**config.mk**
```make
export PLATFORM = sky130hd
export DESIGN_NAME = shapool_result_flat
export DESIGN_NICKNAME = d
export VERILOG_FILES = /design/src/rtl/shapool_result_if.sv /design/src/rtl/shapool_result.sv /design/src/flat_wrapper.sv
export SDC_FILE = /design/constraint.sdc
export NUM_CORES = 1
export LEC_CHECK = 0
export CAP_MARGIN = 20
export CORE_UTILIZATION = 65
export CTS_CLUSTER_SIZE = 40
export DETAILED_ROUTE_END_ITERATION = 6
export DONT_BUFFER_PORTS = 1
export GPL_TIMING_DRIVEN = 0
export PLACE_DENSITY = 0.86
export SLEW_MARGIN = 20
export SYNTH_ARGS = -nofsm -noshare
export SYNTH_HDL_FRONTEND = slang
export SYNTH_SLANG_ARGS = --single-unit
```
**constraint.sdc**
```tcl
create_clock -name clk -period 6.35 [get_ports clk]
set_input_delay 1.27 -clock clk [delete_from_list [all_inputs] [get_ports clk]]
set_output_delay 1.27 -clock clk [all_outputs]
set_load 0.01 [all_outputs]
```
**src/rtl/shapool_result_if.sv**
```systemverilog
// Result handshake bundle between shapool_result (master) and its consumer (slave).
interface shapool_result_if;
  logic        result_valid;
  logic        result_ready;
  logic        result_found;
  logic [31:0] result_nonce;
  logic [7:0]  result_match_flags;

  modport master (
    output result_valid, result_found, result_nonce, result_match_flags,
    input  result_ready
  );

  modport slave (
    input  result_valid, result_found, result_nonce, result_match_flags,
    output result_ready
  );
endinterface

```
**src/rtl/shapool_result.sv**
```systemverilog
// Job control and result capture for the hashing pool: releases the pool on start,
// tracks its 64-cycle round timing, samples success at check slots and reports the nonce.
module shapool_result #(
  parameter int unsigned POOL_SIZE         = 2,
  parameter int unsigned POOL_SIZE_LOG2    = 1,
  parameter int unsigned NONCE_LAG         = 2,
  parameter int unsigned CHECK_COUNT_WIDTH = 32 - POOL_SIZE_LOG2
) (
  input  logic        clk,
  input  logic        reset_n,
  input  logic        start,
  input  logic        abort,
  input  logic [7:0]  nonce_start_MSB,
  output logic        pool_reset_n,
  output logic [7:0]  pool_nonce_start_MSB,
  input  logic        pool_success,
  input  logic [31:0] pool_nonce,
  input  logic [7:0]  pool_match_flags,
  output logic        busy,
  shapool_result_if.master res
);

  localparam int unsigned LOW_W = 32 - POOL_SIZE_LOG2;

  typedef enum logic [1:0] {IDLE, RUN, REPORT} state_t;

  state_t                         state;
  logic [5:0]                     phase;
  logic [1:0]                     pass;
  logic [CHECK_COUNT_WIDTH-1:0]   check_cnt;

  logic [POOL_SIZE_LOG2-1:0]      hit_idx;
  logic [LOW_W-1:0]               low;
  logic [31:0]                    hit_nonce;
  logic                           check_slot;

  // Lowest-numbered matching pipeline wins; scan downwards so the last write is the lowest.
  always_comb begin
    hit_idx = '0;
    for (int unsigned i = POOL_SIZE; i > 0; i--) begin
      if (pool_match_flags[3'(i - 1)]) hit_idx = POOL_SIZE_LOG2'(i - 1);
    end
  end

  // The pool's nonce runs NONCE_LAG ahead of the one under test; its top byte was seeded by the MSB XOR.
  always_comb begin
    low        = pool_nonce[LOW_W-1:0] - LOW_W'(NONCE_LAG);
    hit_nonce  = {hit_idx, low[LOW_W-1 -: 8] ^ pool_nonce_start_MSB, low[LOW_W-9:0]};
    check_slot = (phase == '0) && (pass == 2'd2);
  end

  always_ff @(posedge clk or negedge reset_n) begin
    if (!reset_n) begin
      state                  <= IDLE;
      pool_reset_n           <= 1'b0;
      pool_nonce_start_MSB   <= '0;
      busy                   <= 1'b0;
      res.result_valid       <= 1'b0;
      res.result_found       <= 1'b0;
      res.result_nonce       <= '0;
      res.result_match_flags <= '0;
      phase                  <= '0;
      pass                   <= '0;
      check_cnt              <= '0;
    end else begin
      case (state)
        IDLE: begin
          if (start) begin
            pool_nonce_start_MSB <= nonce_start_MSB;
            phase                <= '0;
            pass                 <= '0;
            check_cnt            <= '0;
            pool_reset_n         <= 1'b1;
            busy                 <= 1'b1;
            state                <= RUN;
          end
        end

        RUN: begin
          phase <= phase + 1'b1;
          if (phase == '1 && pass != 2'd2) pass <= pass + 1'b1;

          if (abort) begin
            pool_reset_n <= 1'b0;
            busy         <= 1'b0;
            state        <= IDLE;
          end else if (check_slot) begin
            if (pool_success) begin
              res.result_found       <= 1'b1;
              res.result_nonce       <= hit_nonce;
              res.result_match_flags <= pool_match_flags;
              res.result_valid       <= 1'b1;
              pool_reset_n           <= 1'b0;
              state                  <= REPORT;
            end else begin
              check_cnt <= check_cnt + 1'b1;
              if (&check_cnt) begin
                res.result_found       <= 1'b0;
                res.result_nonce       <= '0;
                res.result_match_flags <= '0;
                res.result_valid       <= 1'b1;
                pool_reset_n           <= 1'b0;
                state                  <= REPORT;
              end
            end
          end
        end

        REPORT: begin
          if (res.result_ready) begin
            res.result_valid <= 1'b0;
            busy             <= 1'b0;
            state            <= IDLE;
          end
        end

        default: state <= IDLE;
      endcase
    end
  end

endmodule

```
**src/flat_wrapper.sv**
```systemverilog
// flat-port wrapper written by rule: the top's interface ports become plain ports
module shapool_result_flat 
#(
  parameter int unsigned POOL_SIZE         = 2,
  parameter int unsigned POOL_SIZE_LOG2    = 1,
  parameter int unsigned NONCE_LAG         = 2,
  parameter int unsigned CHECK_COUNT_WIDTH = 32 - POOL_SIZE_LOG2
)
  (clk, reset_n, start, abort, nonce_start_MSB, pool_reset_n, pool_nonce_start_MSB, pool_success, pool_nonce, pool_match_flags, busy, res_result_valid, res_result_found, res_result_nonce, res_result_match_flags, res_result_ready);
  shapool_result_if res_i ();
  input  logic clk;
  input  logic reset_n;
  input  logic start;
  input  logic abort;
  input  logic [7:0] nonce_start_MSB;
  output logic pool_reset_n;
  output logic [7:0] pool_nonce_start_MSB;
  input  logic pool_success;
  input  logic [31:0] pool_nonce;
  input  logic [7:0] pool_match_flags;
  output logic busy;
  output wire logic [$bits(res_i.result_valid)-1:0] res_result_valid;
  output wire logic [$bits(res_i.result_found)-1:0] res_result_found;
  output wire logic [$bits(res_i.result_nonce)-1:0] res_result_nonce;
  output wire logic [$bits(res_i.result_match_flags)-1:0] res_result_match_flags;
  input wire logic [$bits(res_i.result_ready)-1:0] res_result_ready;
  assign res_result_valid = res_i.result_valid;
  assign res_result_found = res_i.result_found;
  assign res_result_nonce = res_i.result_nonce;
  assign res_result_match_flags = res_i.result_match_flags;
  assign res_i.result_ready = res_result_ready;
  shapool_result #(.POOL_SIZE(POOL_SIZE), .POOL_SIZE_LOG2(POOL_SIZE_LOG2), .NONCE_LAG(NONCE_LAG), .CHECK_COUNT_WIDTH(CHECK_COUNT_WIDTH)) u_core (.clk(clk), .reset_n(reset_n), .start(start), .abort(abort), .nonce_start_MSB(nonce_start_MSB), .pool_reset_n(pool_reset_n), .pool_nonce_start_MSB(pool_nonce_start_MSB), .pool_success(pool_success), .pool_nonce(pool_nonce), .pool_match_flags(pool_match_flags), .busy(busy), .res(res_i));
endmodule
```
### Word level (Yosys, flattened, before mapping)

Index checks and enable logic that the tools add are counted.

| cells by class | value |
|---|---|
| add/subtract/negate cells | 4 |
| $mul | 0 |
| div/mod/pow operators | 0 |
| order comparisons | 0 |
| equal/unequal tests | 15 |
| shift operators | 0 |
| muxes and demuxes | 38 |
| bitwise logic cells | 2 |
| reductions and logical operators | 18 |

Operators with widths:

| operator | count |
|---|---|
| $mux 31 | 4 |
| $mux 32 | 2 |
| $pmux 31 s2 | 1 |
| $add 31x1->31 const B | 1 |
| $reduce_and 31->1 | 1 |
| $sub 31x2->31 const B | 1 |
| $mux 2 | 8 |
| $mux 8 | 2 |
| $reduce_and 4->1 | 4 |
| $mux 1 | 14 |
| $ne 2x2->1 const B | 6 |
| $pmux 6 s2 | 1 |
| $reduce_and 5->1 | 2 |
| $xor 8x8->8 | 1 |
| $add 6x1->6 const B | 1 |
| $eq 6x6->1 const B | 1 |
| $logic_not 6->1 | 1 |
| $mux 6 | 1 |
| $ne 3x2->1 const B | 2 |
| $pmux 2 s3 | 1 |
| $reduce_bool 2->1 | 3 |
| $eq 2x2->1 const B | 2 |
| $ne 2x1->1 const B | 2 |
| $ne 4x3->1 const B | 1 |
| other kinds (11) | 14 |

| storage, ports and cells | value |
|---|---|
| flip-flop bits (word level) | 93 |
| bits in latches | 0 |
| RAM bits | 0 |
| memory bits (read-only) | 0 |
| word-level logic and storage cells | 88 |
| memories kept | 0 |

### Logic depth before layout (Yosys ltp)

| logic depth | value |
|---|---|
| depth in word-level cells | 6 |
| gate-level depth with buffers | 8 |
| depth with buffers taken out | 7 |

### Least setup slack after synthesis

No wires, ideal clock.

| timing path | value |
|---|---|
| path kind | in2reg |
| start point | input pool_nonce[2] |
| end point | register u_core.res.result_nonce[26] |
| arrival | 2770 ps |
| required time | 6218 ps |
| slack | 3447 ps |
| cell stages on the path | 5 |
| cell sequence | or4_1 -> nor3_1 -> nand4_1 -> xnor2_1 -> o21ai_1 |

| on the way | value |
|---|---|
| cells in the longest elaborated chain, start to end | 3 |

Ends and longest elaborated chain:

| item | line | text |
|---|---|---|
| from (decl) | flat_wrapper.sv:19 | `input logic [31:0] pool_nonce;` |
| $sub 31x2->31 | shapool_result.sv:47 | `low = pool_nonce[LOW_W-1:0] - LOW_W'(NONCE_LAG);` |
| $xor 8x8->8 | shapool_result.sv:48 | `hit_nonce = {hit_idx, low[LOW_W-1 -: 8] ^ pool_nonce_start_MSB, low[LOW_W-9:0]};` |
| $mux 32 | shapool_result.sv:88 | `if (pool_success) begin` |
| to (signal assigned) | shapool_result.sv:90 | `res.result_nonce <= hit_nonce;` |
| to (decl) | shapool_result_if.sv:10 | `output result_valid, result_found, result_nonce, result_match_flags,` |

No other way between the ends.
A chain may end at the register's enable or synchronous reset.

### Final worst setup path

| timing path | value |
|---|---|
| start point | input start |
| end point | register u_core.check_cnt[23] |

| on the way | value |
|---|---|
| cells in the longest elaborated chain, start to end | 2 |

Ends and longest elaborated chain:

| item | line | text |
|---|---|---|
| from (decl) | flat_wrapper.sv:13 | `input logic start;` |
| $ne 2x2->1 (no line) | -- |  |
| $reduce_and 5->1 (no line) | -- |  |
| to (signal assigned) | shapool_result.sv:96 | `check_cnt <= check_cnt + 1'b1;` |
| to (decl) | shapool_result.sv:30 | `logic [CHECK_COUNT_WIDTH-1:0] check_cnt;` |

No other way between the ends.

==> results_dict.tcl <==
set metrics [dict create \
    outcome "finished, final reports clean" \
    fin_crit_sh_pct 50.9 \
    initial_utilization_pct 66.9 \
    layout.area.seq_mm2 0.00233 \
    dr.first_iter.drc_count 306 \
    dieHeight_um 88.2 \
    tightest_slew_ns 0.966 \
    grt_util_all_layers_pct 29.1 \
    vdd_ir_drop_max_uv 174 \
    cts_num_sinks 93 \
    synth_warnings 0 \
    fmax_ghz 0.309 \
    syn2layout_area_growth_pct 6.35 \
    antenna_cells 0 \
    crit_type "input port to flop" \
    dp.final_hpwl_um 7960 \
    drt-vias-per-instance 6.43 \
    worst_r2r_startpoint "u_core.state[0]$_DFFE_PN0P_" \
    ys_seq_elements 93 \
    synthesis.instances 490 \
    synthDominantCellAreaShare_pct 48.2 \
    clkLatencyLatePin_ns 0.36 \
    synth_flop_cell "sky130_fd_sc_hd__dfrtp_1" \
    multi_input_comb_area_mm2 0.00239 \
    design.portCount 106 \
    hold_bufs_at_cts 0 \
    synthDominantAreaCellType "sky130_fd_sc_hd__dfrtp_1" \
    clk_transition_reported_paths_ns 0.10 \
    clock_path_buffers 2 \
    synth_cell_types 45 \
    cts_setup_buffers 0 \
    syn_nets 554 \
    port-buffer-count 0 \
    synth_enable_flop_cells 0 \
    rows 31 \
    min-delay-path-class "flop to flop" \
    rrSetupSlack_ns 3.20 \
    reg2reg_depth 8 \
    cp-start-kind "input port" \
    number_of_maximum_capacitance_constraint_violations 0 \
    layout.filler_cells 552 \
    crit_arrival_ns 3.46 \
    antenna_viol_nets_final 0 \
    critical_path.reg2reg.endpoint "u_core.check_cnt[23]$_DFFE_PN0P_" \
    vias 3889 \
    cts_max_level 3 \
    antenna_found_initial 0 \
    ratio_of_cells_with_drive_above_1_in_the_final_layout_pct 5.93 \
    routed_wire_length_per_instance_um 17.9 \
    setup_tns_ns 0 \
    grt_max_degree 94 \
    floorplan.die.width_um 88.2 \
    most_common_cell_after_layout_fill_and_taps_aside "sky130_fd_sc_hd__dfrtp_1" \
    finish.net_count 565 \
    worstPathMaxFanout 10 \
    asyncSetResetFlopFracSynth_pct 100 \
    dieArea_mm2 0.00777 \
    timing.hold.ws_ns 0.548 \
    static_power_due_to_leakage_nw 2.12 \
    maxSlewHeadroom_pct 35.1 \
    synthTopCellsByArea "sky130_fd_sc_hd__dfrtp_1, sky130_fd_sc_hd__xnor2_1, sky130_fd_sc_hd__nand2_1" \
    detail_route.wirelength_um 10900 \
    crit_path_time_final_ns 3.23 \
    grt_pass1_vias 3732 \
    finalMaxSlewViolations 0 \
    setup_viol 0 \
    number_of_cts_inserted_buffers 9 \
    mostFrequentLayoutCells "sky130_fd_sc_hd__dfrtp_1, sky130_fd_sc_hd__nand2_1, sky130_fd_sc_hd__o21ai_1, sky130_fd_sc_hd__nor2_1, sky130_fd_sc_hd__xnor2_1" \
    drt_drc_violations_left 0 \
    gp_congestion 0.872 \
    worst-endpoint-required_ns 6.57 \
    grt_setup_unrepaired "false" \
    grt_remaining_overflow 0 \
    synth.yosys.seq_area_share_pct 48.2 \
    worstSetupEndpoint "u_core.check_cnt[23]$_DFFE_PN0P_" \
    post_cts.resized_instances 0 \
    hold_viol 0 \
    endpoint_kind "flop" \
    setup_skew_after_layout_ns 0.0135 \
    power.density_cell_area_mw_per_mm2 265 \
    grt_pass1_wl_um 17300 \
    placeableCoreArea_mm2 0.00721 \
    cts.root.buffer_cell "sky130_fd_sc_hd__clkbuf_8" \
    critical_path.startpoint "start" \
    synth.avg_cell_area_um2 9.85 \
    tritoncts "done" \
    drtPass1Iterations 5 \
    post_synth_instance_area_mm2 0.00482 \
]
worst max-delay path, cell delays in order:
cell	delay (ns)
sky130_fd_sc_hd__nand2_1	0.28
sky130_fd_sc_hd__nor2_1	0.49
sky130_fd_sc_hd__clkbuf_1	0.41
sky130_fd_sc_hd__clkbuf_1	0.45
sky130_fd_sc_hd__clkbuf_1	0.43
sky130_fd_sc_hd__nor2_1	0.11
cell usage after synthesis (8+ instances only):
library cell / instances
sky130_fd_sc_hd__dfrtp_1: 93
sky130_fd_sc_hd__nand2_1: 61
sky130_fd_sc_hd__o21ai_1: 39
sky130_fd_sc_hd__nor2_1: 33
sky130_fd_sc_hd__xnor2_1: 29
sky130_fd_sc_hd__xor2_1: 26
sky130_fd_sc_hd__nand3_1: 19
sky130_fd_sc_hd__or4_1: 17
sky130_fd_sc_hd__clkbuf_1: 14
sky130_fd_sc_hd__nand4_1: 14
sky130_fd_sc_hd__a21oi_1: 13
sky130_fd_sc_hd__nor4_1: 11
sky130_fd_sc_hd__a22o_1: 10
sky130_fd_sc_hd__ha_1: 10
sky130_fd_sc_hd__inv_1: 10
sky130_fd_sc_hd__mux2_2: 9
sky130_fd_sc_hd__o31ai_1: 8
state kept, by name, summed over array words and instances (netlist names):
signal                         count
u_core.res.result_nonce           32
u_core.check_cnt                  31
u_core.pool_nonce_start_MSB        8
u_core.res.result_match_flags      8
u_core.phase                       6
u_core.pass                        2
u_core.state                       2
u_core.busy                        1
u_core.pool_reset_n                1
u_core.res.result_found            1
u_core.res.result_valid            1
power by group:
part | switching [mW] | total [mW] | internal, mW | leakage [nW]
clock network | 0.216 | 0.373 | 0.157 | 0.0866
logic | 0.159 | 0.277 | 0.118 | 0.767
registers | 0.0666 | 0.709 | 0.642 | 1.27
cells by family after synthesis:
logic type	synth area share, %
simple gates	21.2
compound gates	13.3
flops	48.2
xor+xnor	9.98
buf+inv	2.15
mux	2.54
fa+ha+maj	2.59
final cells by class:
cell class                      count  share of cell area, %
Clock inverter                      5                  0.805
Sequential cell                    93                   45.4
Inverter                           10                  0.732
Clock buffer                       11                   2.76
Buffer                             17                   1.29
Multi-Input combinational cell    370                   46.6
Tap cell                           99                   2.41
how the worst min path moves through the flow:
stage | start | to | slack (ns) | cells after the start
finish | u_core.pass[0]$_DFFE_PN0P_ | u_core.pass[0]$_DFFE_PN0P_ | 0.55 | 1
global route | reset_n | u_core.res.result_nonce[10]$_DFFE_PN0P_ | 0.57 | 0
CTS | u_core.pass[1]$_DFFE_PN0P_ | u_core.pass[1]$_DFFE_PN0P_ | 0.55 | 1
detailed placement | u_core.pass[1]$_DFFE_PN0P_ | u_core.pass[1]$_DFFE_PN0P_ | 0.53 | 1
global placement | u_core.pass[0]$_DFFE_PN0P_ | u_core.pass[0]$_DFFE_PN0P_ | 0.49 | 1
floorplan | u_core.pass[0]$_DFFE_PN0P_ | u_core.pass[0]$_DFFE_PN0P_ | 0.47 | 1
per-layer routing:
| metal | wire (um) | GRT usage (%) | up-vias |
|---|---|---|---|
| met5 | 0 | 0 | - |
| met4 | 181 | 10.1 | 0 |
| met3 | 875 | 8.58 | 21 |
| met2 | 5450 | 48.6 | 163 |
| met1 | 4350 | 36.4 | 1897 |
| li1 | - | - | 1808 |
metrics by stage:
step | utilization [%] | setup WS [ns] | std cells | area [um^2] | power, mW
floorplan | - | 3.45 | 490 | 4820 | 0.928
global placement | 68.6 | 2.88 | 589 | 4950 | 0.979
detailed placement | 68.6 | 2.80 | 589 | 4950 | 0.995
CTS | 71.1 | 3.20 | 605 | 5130 | 1.37
global route | 71.1 | 2.97 | 605 | 5130 | 1.42
finish | 71.1 | 3.12 | 605 | 5130 | 1.36
Note: power is estimated with default switching activity, not from simulation.
